--- config.mk ---
export PLATFORM = sky130hd
export DESIGN_NAME = cache_fill_fsm_flat
export DESIGN_NICKNAME = d
export VERILOG_FILES = /design/src/rtl/cache_fill_if.sv /design/src/rtl/cache_fill_fsm.sv /design/src/flat_wrapper.sv
export SDC_FILE = /design/constraint.sdc
export NUM_CORES = 1
export LEC_CHECK = 0
export BUFFER_PORTS_ARGS = -buffer_cell sky130_fd_sc_hd__buf_2
export CORE_MARGIN = 5
export CORE_UTILIZATION = 23
export DETAILED_ROUTE_END_ITERATION = 12
export MAX_ROUTING_LAYER = met4
export PLACE_DENSITY = 0.49
export SYNTH_ARGS = -nofsm -noshare
export SYNTH_HDL_FRONTEND = slang
export SYNTH_SLANG_ARGS = --single-unit
--- constraint.sdc ---
create_clock -name clk -period 3 [get_ports clk]
set_input_delay 0.3 -clock clk [delete_from_list [all_inputs] [get_ports clk]]
set_output_delay 0.3 -clock clk [all_outputs]
set_load 0.05 [all_outputs]
--- src/rtl/cache_fill_if.sv ---
// Signal bundle between the cache miss controller, the L1 arrays and main memory.
// master is the fill controller; slave is the cache/memory side.
interface cache_fill_if #(
  parameter int unsigned ADDR_W = 16,
  parameter int unsigned OFF_W  = 3
);
  logic              miss_detected;
  logic [ADDR_W-1:0] miss_address;
  logic              memory_data_valid;
  logic [15:0]       memory_data;
  logic              fsm_busy;
  logic              memory_en;
  logic [ADDR_W-1:0] memory_address;
  logic              write_data_array;
  logic [OFF_W-1:0]  fill_word_offset;
  logic [15:0]       fill_data;
  logic              write_tag_array;

  modport master (
    input  miss_detected, miss_address, memory_data_valid, memory_data,
    output fsm_busy, memory_en, memory_address, write_data_array, fill_word_offset,
           fill_data, write_tag_array
  );

  modport slave (
    output miss_detected, miss_address, memory_data_valid, memory_data,
    input  fsm_busy, memory_en, memory_address, write_data_array, fill_word_offset,
           fill_data, write_tag_array
  );
endinterface

--- src/rtl/cache_fill_fsm.sv ---
// Cache miss fill controller: fetches the aligned block around a miss address one word per
// cycle from main memory, steers returns into the data array, then writes the tag array.
module cache_fill_fsm #(
  parameter int unsigned WORDS_PER_BLOCK = 8,
  parameter int unsigned ADDR_W          = 16
) (
  input  logic          clk,
  input  logic          rst_n,
  cache_fill_if.master  bus
);

  localparam int unsigned OffW = $clog2(WORDS_PER_BLOCK);
  localparam int unsigned CntW = OffW + 1;

  typedef enum logic {StIdle, StFill} state_e;

  state_e            state_q;
  logic [ADDR_W-1:0] block_base_q;
  logic [CntW-1:0]   issue_cnt_q;
  logic [OffW-1:0]   recv_cnt_q;

  logic issue_pending;
  logic in_fill;
  logic last_word;

  assign in_fill       = (state_q == StFill);
  assign issue_pending = in_fill && (issue_cnt_q < CntW'(WORDS_PER_BLOCK));
  assign last_word     = (recv_cnt_q == OffW'(WORDS_PER_BLOCK - 1));

  always_ff @(posedge clk or negedge rst_n) begin
    if (!rst_n) begin
      state_q      <= StIdle;
      block_base_q <= '0;
      issue_cnt_q  <= '0;
      recv_cnt_q   <= '0;
    end else begin
      unique case (state_q)
        StIdle: begin
          if (bus.miss_detected) begin
            // Block is 2*WORDS_PER_BLOCK bytes, so clear the byte-in-block bits.
            block_base_q <= bus.miss_address & ~ADDR_W'(2 * WORDS_PER_BLOCK - 1);
            issue_cnt_q  <= '0;
            recv_cnt_q   <= '0;
            state_q      <= StFill;
          end
        end
        StFill: begin
          if (issue_pending) begin
            issue_cnt_q <= issue_cnt_q + CntW'(1);
          end
          if (bus.memory_data_valid) begin
            // Wraps back to zero on the final word, leaving the offset clean in idle.
            recv_cnt_q <= recv_cnt_q + OffW'(1);
            if (last_word) begin
              state_q <= StIdle;
            end
          end
        end
        default: state_q <= StIdle;
      endcase
    end
  end

  always_comb begin
    bus.fsm_busy         = in_fill;
    bus.memory_en        = issue_pending;
    bus.memory_address   = block_base_q;
    if (issue_pending) begin
      bus.memory_address = block_base_q + (ADDR_W'(issue_cnt_q) << 1);
    end
    bus.write_data_array = in_fill && bus.memory_data_valid;
    bus.fill_word_offset = recv_cnt_q;
    bus.fill_data        = bus.memory_data;
    bus.write_tag_array  = in_fill && bus.memory_data_valid && last_word;
  end

endmodule

--- src/flat_wrapper.sv ---
// flat-port wrapper written by rule: the top's interface ports become plain ports
module cache_fill_fsm_flat 
#(
  parameter int unsigned WORDS_PER_BLOCK = 8,
  parameter int unsigned ADDR_W          = 16
)
  (clk, rst_n, bus_miss_detected, bus_miss_address, bus_memory_data_valid, bus_memory_data, bus_fsm_busy, bus_memory_en, bus_memory_address, bus_write_data_array, bus_fill_word_offset, bus_fill_data, bus_write_tag_array);
  cache_fill_if #(.ADDR_W(ADDR_W)) bus_i ();
  input  logic clk;
  input  logic rst_n;
  input wire logic [$bits(bus_i.miss_detected)-1:0] bus_miss_detected;
  input wire logic [$bits(bus_i.miss_address)-1:0] bus_miss_address;
  input wire logic [$bits(bus_i.memory_data_valid)-1:0] bus_memory_data_valid;
  input wire logic [$bits(bus_i.memory_data)-1:0] bus_memory_data;
  output wire logic [$bits(bus_i.fsm_busy)-1:0] bus_fsm_busy;
  output wire logic [$bits(bus_i.memory_en)-1:0] bus_memory_en;
  output wire logic [$bits(bus_i.memory_address)-1:0] bus_memory_address;
  output wire logic [$bits(bus_i.write_data_array)-1:0] bus_write_data_array;
  output wire logic [$bits(bus_i.fill_word_offset)-1:0] bus_fill_word_offset;
  output wire logic [$bits(bus_i.fill_data)-1:0] bus_fill_data;
  output wire logic [$bits(bus_i.write_tag_array)-1:0] bus_write_tag_array;
  assign bus_i.miss_detected = bus_miss_detected;
  assign bus_i.miss_address = bus_miss_address;
  assign bus_i.memory_data_valid = bus_memory_data_valid;
  assign bus_i.memory_data = bus_memory_data;
  assign bus_fsm_busy = bus_i.fsm_busy;
  assign bus_memory_en = bus_i.memory_en;
  assign bus_memory_address = bus_i.memory_address;
  assign bus_write_data_array = bus_i.write_data_array;
  assign bus_fill_word_offset = bus_i.fill_word_offset;
  assign bus_fill_data = bus_i.fill_data;
  assign bus_write_tag_array = bus_i.write_tag_array;
  cache_fill_fsm #(.WORDS_PER_BLOCK(WORDS_PER_BLOCK), .ADDR_W(ADDR_W)) u_core (.clk(clk), .rst_n(rst_n), .bus(bus_i));
endmodule
==> results of run 1 <==
## logic make-up after synthesis
logic type,count (synthesis)
buffers and inverters,24
xor gates and xnor gates,11
muxes,14
other,1
and+or+nand+nor,33
adders and majority gates,5
AOI/OAI and AO/OA,6
DFF,20
## power by group through the flow
stage	logic [mW]	clock network, mW	registers (mW)
after global routing	1.18	0.193	0.580
after CTS	1.11	0.186	0.557
after global placement	1.10	0	0.552
after detailed placement	1.11	0	0.561
final	1.09	0.174	0.553
after floorplan	0.916	0	0.590
## worst paths after layout
kind	startpoint	endpoint	slack [ns]	cells after the start
max in group asynchronous	rst_n	u_core.block_base_q[9]	2.68	1
setup / recovery	u_core.issue_cnt_q[3]	bus_memory_address[14]	0.62	6
setup reg to reg	u_core.bus.fsm_busy	u_core.issue_cnt_q[0]	1.52	3
min in group clk	bus_miss_address[8]	u_core.block_base_q[8]	0.25	3
hold reg to reg	u_core.bus.fill_word_offset[2]	u_core.bus.fill_word_offset[2]	0.53	1
hold / removal	rst_n	u_core.bus.fill_word_offset[2]	-0.008	1
## through the flow
step	utilization	hold slack, ns	cell area [um^2]	worst slack (ns)	cells
detailed placement	0.258	0.286	1430	0.878	202
global placement	0.258	0.278	1430	0.929	202
finish	0.266	-0.00757	1480	0.616	206
floorplan	-	0.00441	1330	0.583	114
CTS	0.266	0.00314	1470	0.586	205
global route	0.266	0.0358	1480	0.444	206
## routing by layer
layer,part of all wire,wire length [um]
met1,0.42,1130
met2,0.48,1270
met3,0.098,260
met4,0,0
met5,0,0
## registers in the layout, indices dropped and copies added (netlist names)
signal / count
u_core.bus.fill_word_offset: 3
u_core.issue_cnt_q: 4
u_core.bus.fsm_busy: 1
u_core.block_base_q: 12
## cells in the final DEF, fill, tap and decap left out, drive strengths merged, types with 4 or more instances in the layout
master / Yosys / layout
nand2: 5 / 5
ha: 5 / 5
and2: 4 / 4
dfrtp: 20 / 20
nor2: 7 / 7
xor2: 7 / 7
nor4: 4 / 4
buf: 22 / 38
mux2: 14 / 14
xnor2: 4 / 4
## area by class of cell
class	count	area, um^2
Fill cell	617	4070
Multi-Input combinational cell	70	641
Sequential cell	20	500
Timing Repair Buffer	38	193
Tap cell	72	90.1
Clock buffer	3	41.3
Inverter	2	7.51
Antenna cell	1	2.50
==> summary.txt, run 1 <==
Outcome
  – Outcome: finished, violations left
  – Failing checks: hold timing

Timing
  – Fin crit share: 0.795
  – Final setup TNS: 0 ns
  – RSZ-0062 raised after global routing: false
  – Final Hold Fails: 20
  – Worst Skew: 0.00151 ns
  – Max Slew Vio Count: 0
  – Max Fclk: 419 MHz
  – Number of setup violations in the final report: 0
  – Min Hold Slack: -0.00757 ns
  – Final worst path period need: 2.38 ns

Die
  – Die height: 85.9 um
  – Horiz. Die Dim: 85.9 um
  – Initial Utilization: 0.239
  – Die area: 7380 um^2
  – Core area: 5540 um^2
  – I/O pin count: 75
  – Standard-cell row count: 27

Setup path
  – Slowest-stage cell, CP: dfrtp_1
  – Crit start category: flip-flop
  – CP most frequent cell: ha_1
  – Crit Path Class: reg -> out
  – CP Cell Sequence: ha_1 > ha_1 > nand3b_4 > nor4_4 > xor2_1 > buf_2
  – Critical path capture point type: primary output
  – Critical Path RT: 2.70 ns
  – WP buf/inv: 1
  – Crit-path leading delay family: adder cells
  – Arrival @ worst endpoint: 2.08 ns
  – Max incr delay on CP: 0.43 ns
  – CP Max Fanout: 6

Power
  – Worst VDD drop: 0.000423 V
  – P_leak: 0.705 nW
  – Combinational power share: 0.600
  – Power per standard cell area: 1230 nW/um^2
  – P_int: 830 uW
  – P_sw: 988 uW
  – Sequential share of power: 0.304
  – Sw Share: 0.543
  – Power Total: 1.82 mW
  – Clock power frac: 0.096

Drt
  – DRC viols: 0
  – Antenna-violating nets left: 0
  – TritonRoute pass-1 iters: 4
  – DRT iter0 DRCs: 18
  – Vias: 837
  – Post-DR wirelength/cell: 12.9 um
  – Vias/cell: 4.06
  – Post-Route WL: 2660 um

Global route
  – GRT overflow: 0
  – Grt met3 use: 0.0375
  – Met2 Track Usage GR: 0.126
  – Met1 Usage GRT: 0.0929
  – Global-route wire length before repair: 4440 um
  – Antenna violations before repair: 1
  – Largest net degree at the start of global routing: 21
  – Vias in the first global route: 905
  – Gr usage total: 0.0782
  – GRT busiest layer: met2

Yosys
  – Syn nets: 155
  – Fraction of registers with async set/reset: 1.00
  – Synth Cell Area: 1330 um^2
  – Distinct cells, synth: 31
  – Synth Flop Type: dfrtp_1
  – Synth Area per Inst: 11.6 um^2
  – Sequential area share after synthesis: 0.377
  – Synth top cells by count: dfrtp_1 (20), buf_4 (17), mux2_2 (8)
  – Synth Area in Compound Gates: 0.0340
  – Top cell type by total area after synthesis: dfrtp_1
  – Largest family of logic cells by synthesized area: simple AND/OR/NAND/NOR gates
  – Mapped Cells: 114
  – Top-area cell type share of the netlist area: 0.377
  – EDFF count, synth: 0
  – YS warnings: 0
  – Mux cell area share after synthesis: 0.130
  – Top cells by area, synth: dfrtp_1 (38%), buf_4 (9.6%), mux2_2 (6.8%), ha_1 (4.7%), xor2_1 (4.6%)
  – Synth Area in Simple Gates: 0.196
  – Count leader, synth: dfrtp_1
  – Yosys reg bits: 20
  – Adder-cell share of the synthesized area: 0.0472
  – Xor and xnor area share after synthesis: 0.0726

Clock tree
  – CTS clk-pin slew, worst paths: 0.07 ns
  – Post-CTS sizing: 0
  – Clock buffer depth: 2
  – Hold buffer count at cts: 0
  – H-tree depth: 1
  – TritonCTS clock tree: done
  – Clock sink count: 20
  – Post-CTS Setup Bufs: 0
  – CTS buffer count: 3
  – Clock root cell: clkbuf_8
  – Worst-Skew Late Latency: 0.25 ns

Placement
  – Post-DP HPWL: 2100 um
  – GPL Wtd Cong: 0.709
  – Port Buffer Count: 37

Worst hold path
  – Worst hold path type: in -> async

Flow run
  – Number of max-cap violations: 0

Layout
  – Net count, final: 176
  – Share of layout cells above drive strength 1: 0.466
  – Syn-to-layout area delta: 11.2%
Note: power is estimated with default switching activity, not from simulation.
==> inputs of run 2 (changes only) <==
==> constraint.sdc (replaced) <==
create_clock -name clk -period 2.3 [get_ports clk]
set_input_delay 0.23 -clock clk [delete_from_list [all_inputs] [get_ports clk]]
set_output_delay 0.23 -clock clk [all_outputs]
set_load 0.05 [all_outputs]
==> run 2 against run 1 <==
- the run now ends clean
- via count up 4.3%
- sequential share of layout area down 1.1 points
- global-route usage up 0.67 points
- flip-flop and latch count unchanged
- sequential power up 31%
- die area unchanged
- non-clock buffer count up 2
- total power up 36%
- register-to-register slack worse by 0.72 ns
- hold slack better by 0.20 ns
- highest routed layer is now met4
- core utilization up 0.97 points
- largest cell class unchanged
==> summary.txt, run 2 (synthesized netlist as in run 1, its figures left out) <==
Die
  – Initial Utilization: 0.239
  – Core area: 5540 um^2
  – Horiz. Die Dim: 85.9 um
  – Standard-cell row count: 27
  – Die area: 7380 um^2
  – Die height: 85.9 um
  – I/O pin count: 75

Global route
  – Gr usage total: 0.0848
  – Largest net degree at the start of global routing: 21
  – Vias in the first global route: 980
  – Antenna violations before repair: 0
  – GRT overflow: 0
  – Global-route wire length before repair: 4850 um

Power
  – P_sw: 1.33 mW
  – P_int: 1.15 mW
  – Worst VDD drop: 0.000575 V
  – Clock power frac: 0.108
  – Sw Share: 0.536
  – Sequential share of power: 0.293
  – P_leak: 0.734 nW
  – Combinational power share: 0.599
  – Power per standard cell area: 1620 nW/um^2

Placement
  – Placed cells: 203
  – Post-DP HPWL: 2300 um
  – GPL Wtd Cong: 0.678
  – Pre-CTS setup slack: 0.256 ns
  – Port Buffer Count: 37

Layout
  – Register area: 502 um^2
  – Most frequent cells in the layout: buf_2 (35), dfrtp_1 (19), mux2_2 (8)
  – Number of flip-flops in the largest register: 12
  – Biggest register: u_core.block_base_q
  – Final design utilization: 0.276
  – Net count, final: 178
  – Most common cell after layout, fill and taps aside: buf_2
  – Final non-filler cell total: 208
  – Area of the multi-input gates: 659 um^2
  – Diodes inserted: 0
  – Syn-to-layout area delta: 15.3%
  – Share of layout cells above drive strength 1: 0.493
  – Fill cells: 608

Timing
  – Final setup TNS: 0 ns
  – Worst setup margin: 0.108 ns
  – Worst Skew: 0.000693 ns
  – Min Hold Slack: 0.192 ns
  – Final Hold Fails: 0
  – Final worst path period need: 2.19 ns
  – Number of setup violations in the final report: 0
  – RSZ-0062 raised after global routing: true
  – Max Slew Vio Count: 0
  – Fin crit share: 0.953
  – Max Fclk: 456 MHz

Flow run
  – Number of max-cap violations: 0

Clock tree
  – Post-CTS Setup Bufs: 0
  – H-tree depth: 1
  – TritonCTS clock tree: done
  – Worst-Skew Late Latency: 0.26 ns
  – Clock sink count: 20
  – CTS buffer count: 3
  – Clock buffer depth: 2
  – CTS clk-pin slew, worst paths: 0.07 ns
  – Clock root cell: clkbuf_8

Drt
  – DRT iter0 DRCs: 29
  – TritonRoute pass-1 iters: 4
  – Vias/cell: 4.20
  – DRC viols: 0
  – Vias: 873
  – Post-DR wirelength/cell: 14.0 um
  – Antenna-violating nets left: 0
  – Post-Route WL: 2920 um

Outcome
  – Outcome: completed

Setup path
  – Slowest-stage cell, CP: dfrtp_2
  – FF-to-FF path depth: 5
  – Critical path capture point type: primary output
  – Worst R2R End: u_core.bus.fill_word_offset[0]
  – Crit start category: flip-flop
  – Arrival @ worst endpoint: 1.96 ns
  – RR Startpoint: u_core.bus.fsm_busy
  – FF-to-FF setup slack: 0.80 ns
  – Critical Path RT: 2.07 ns
  – Max incr delay on CP: 0.41 ns
  – Crit Path Class: reg -> out
  – WP buf/inv: 1
  – CP Cell Sequence: ha_2 > ha_1 > nand3b_4 > nor4_4 > xor2_1 > buf_4
  – Crit-path leading delay family: adder cells
  – CP Max Fanout: 6

Worst hold path
  – Hold Crit Depth: 3
  – Worst hold path type: in -> reg
  – Hold Path Origin: bus_miss_address[11]
  – Worst Hold End: u_core.block_base_q[11]
==> run 2: changes by cell type in the layout (fill, tap and decap cells not counted), sizes merged <==
cell         before  now
clkbuf            3    5
dlygate4sd3       0    1
diode             1    0
==> run 2: cell type report <==
type | instances | share of cell area
Inverter | 2 | 0.00491
Sequential cell | 20 | 0.328
Multi-Input combinational cell | 70 | 0.431
Tap cell | 72 | 0.0589
Timing Repair Buffer | 40 | 0.141
Clock buffer | 4 | 0.0360
==> run 2: worst max-delay path by stage <==
stage                          startpoint                      to  slack (ns)  cells after the start
floorplan             u_core.bus.fsm_busy  bus_memory_address[14]        0.06                      4
global placement    u_core.issue_cnt_q[3]  bus_memory_address[14]        0.29                      6
detailed placement  u_core.issue_cnt_q[3]  bus_memory_address[12]        0.26                      6
CTS                 u_core.issue_cnt_q[3]  bus_memory_address[10]       0.003                      6
global route        u_core.issue_cnt_q[3]  bus_memory_address[10]       -0.02                      6
finish              u_core.issue_cnt_q[3]  bus_memory_address[12]        0.11                      6
==> run 2: worst reg2reg max path: stages (launching register included) <==
cell	delay (ns)
dfrtp_1	0.46
buf_4	0.20
nor2b_2	0.10
buf_4	0.26
nor2_1	0.11
mux2_2	0.27
==> run 2: timing repair <==
item / 4_1_cts / 5_1_grt
hold buffers: 1 / 0
endpoints found under the hold margin: 20 / 0
resized for setup: 1 / 4
endpoints found under the setup margin: 1 / 3
==> run 2: power by group through the flow <==
stage / registers [mW] / clock network [mW] / logic (mW)
5_1_grt: 0.760 / 0.297 / 1.59
3_5_place_dp: 0.731 / 0 / 1.48
3_3_place_gp: 0.717 / 0 / 1.45
2_1_floorplan: 0.773 / 0 / 1.20
4_1_cts: 0.725 / 0.284 / 1.49
6_report: 0.725 / 0.267 / 1.48
==> run 2: per-layer routing <==
metal,GRT usage,wire [um],vias to the layer above,part of all wire
li1,-,-,415,-
met1,0.0978,1190,421,0.41
met2,0.141,1480,33,0.51
met3,0.0336,233,4,0.080
met4,0.0144,11,0,0.0038
met5,-,0,-,0
==> run 2: per-stage QoR <==
step / power (mW) / instance area [um^2]
final: 2.47 / 1530
after floorplan: 1.97 / 1330
after global routing: 2.65 / 1530
after detailed placement: 2.21 / 1450
after CTS: 2.50 / 1510
after global placement: 2.17 / 1450
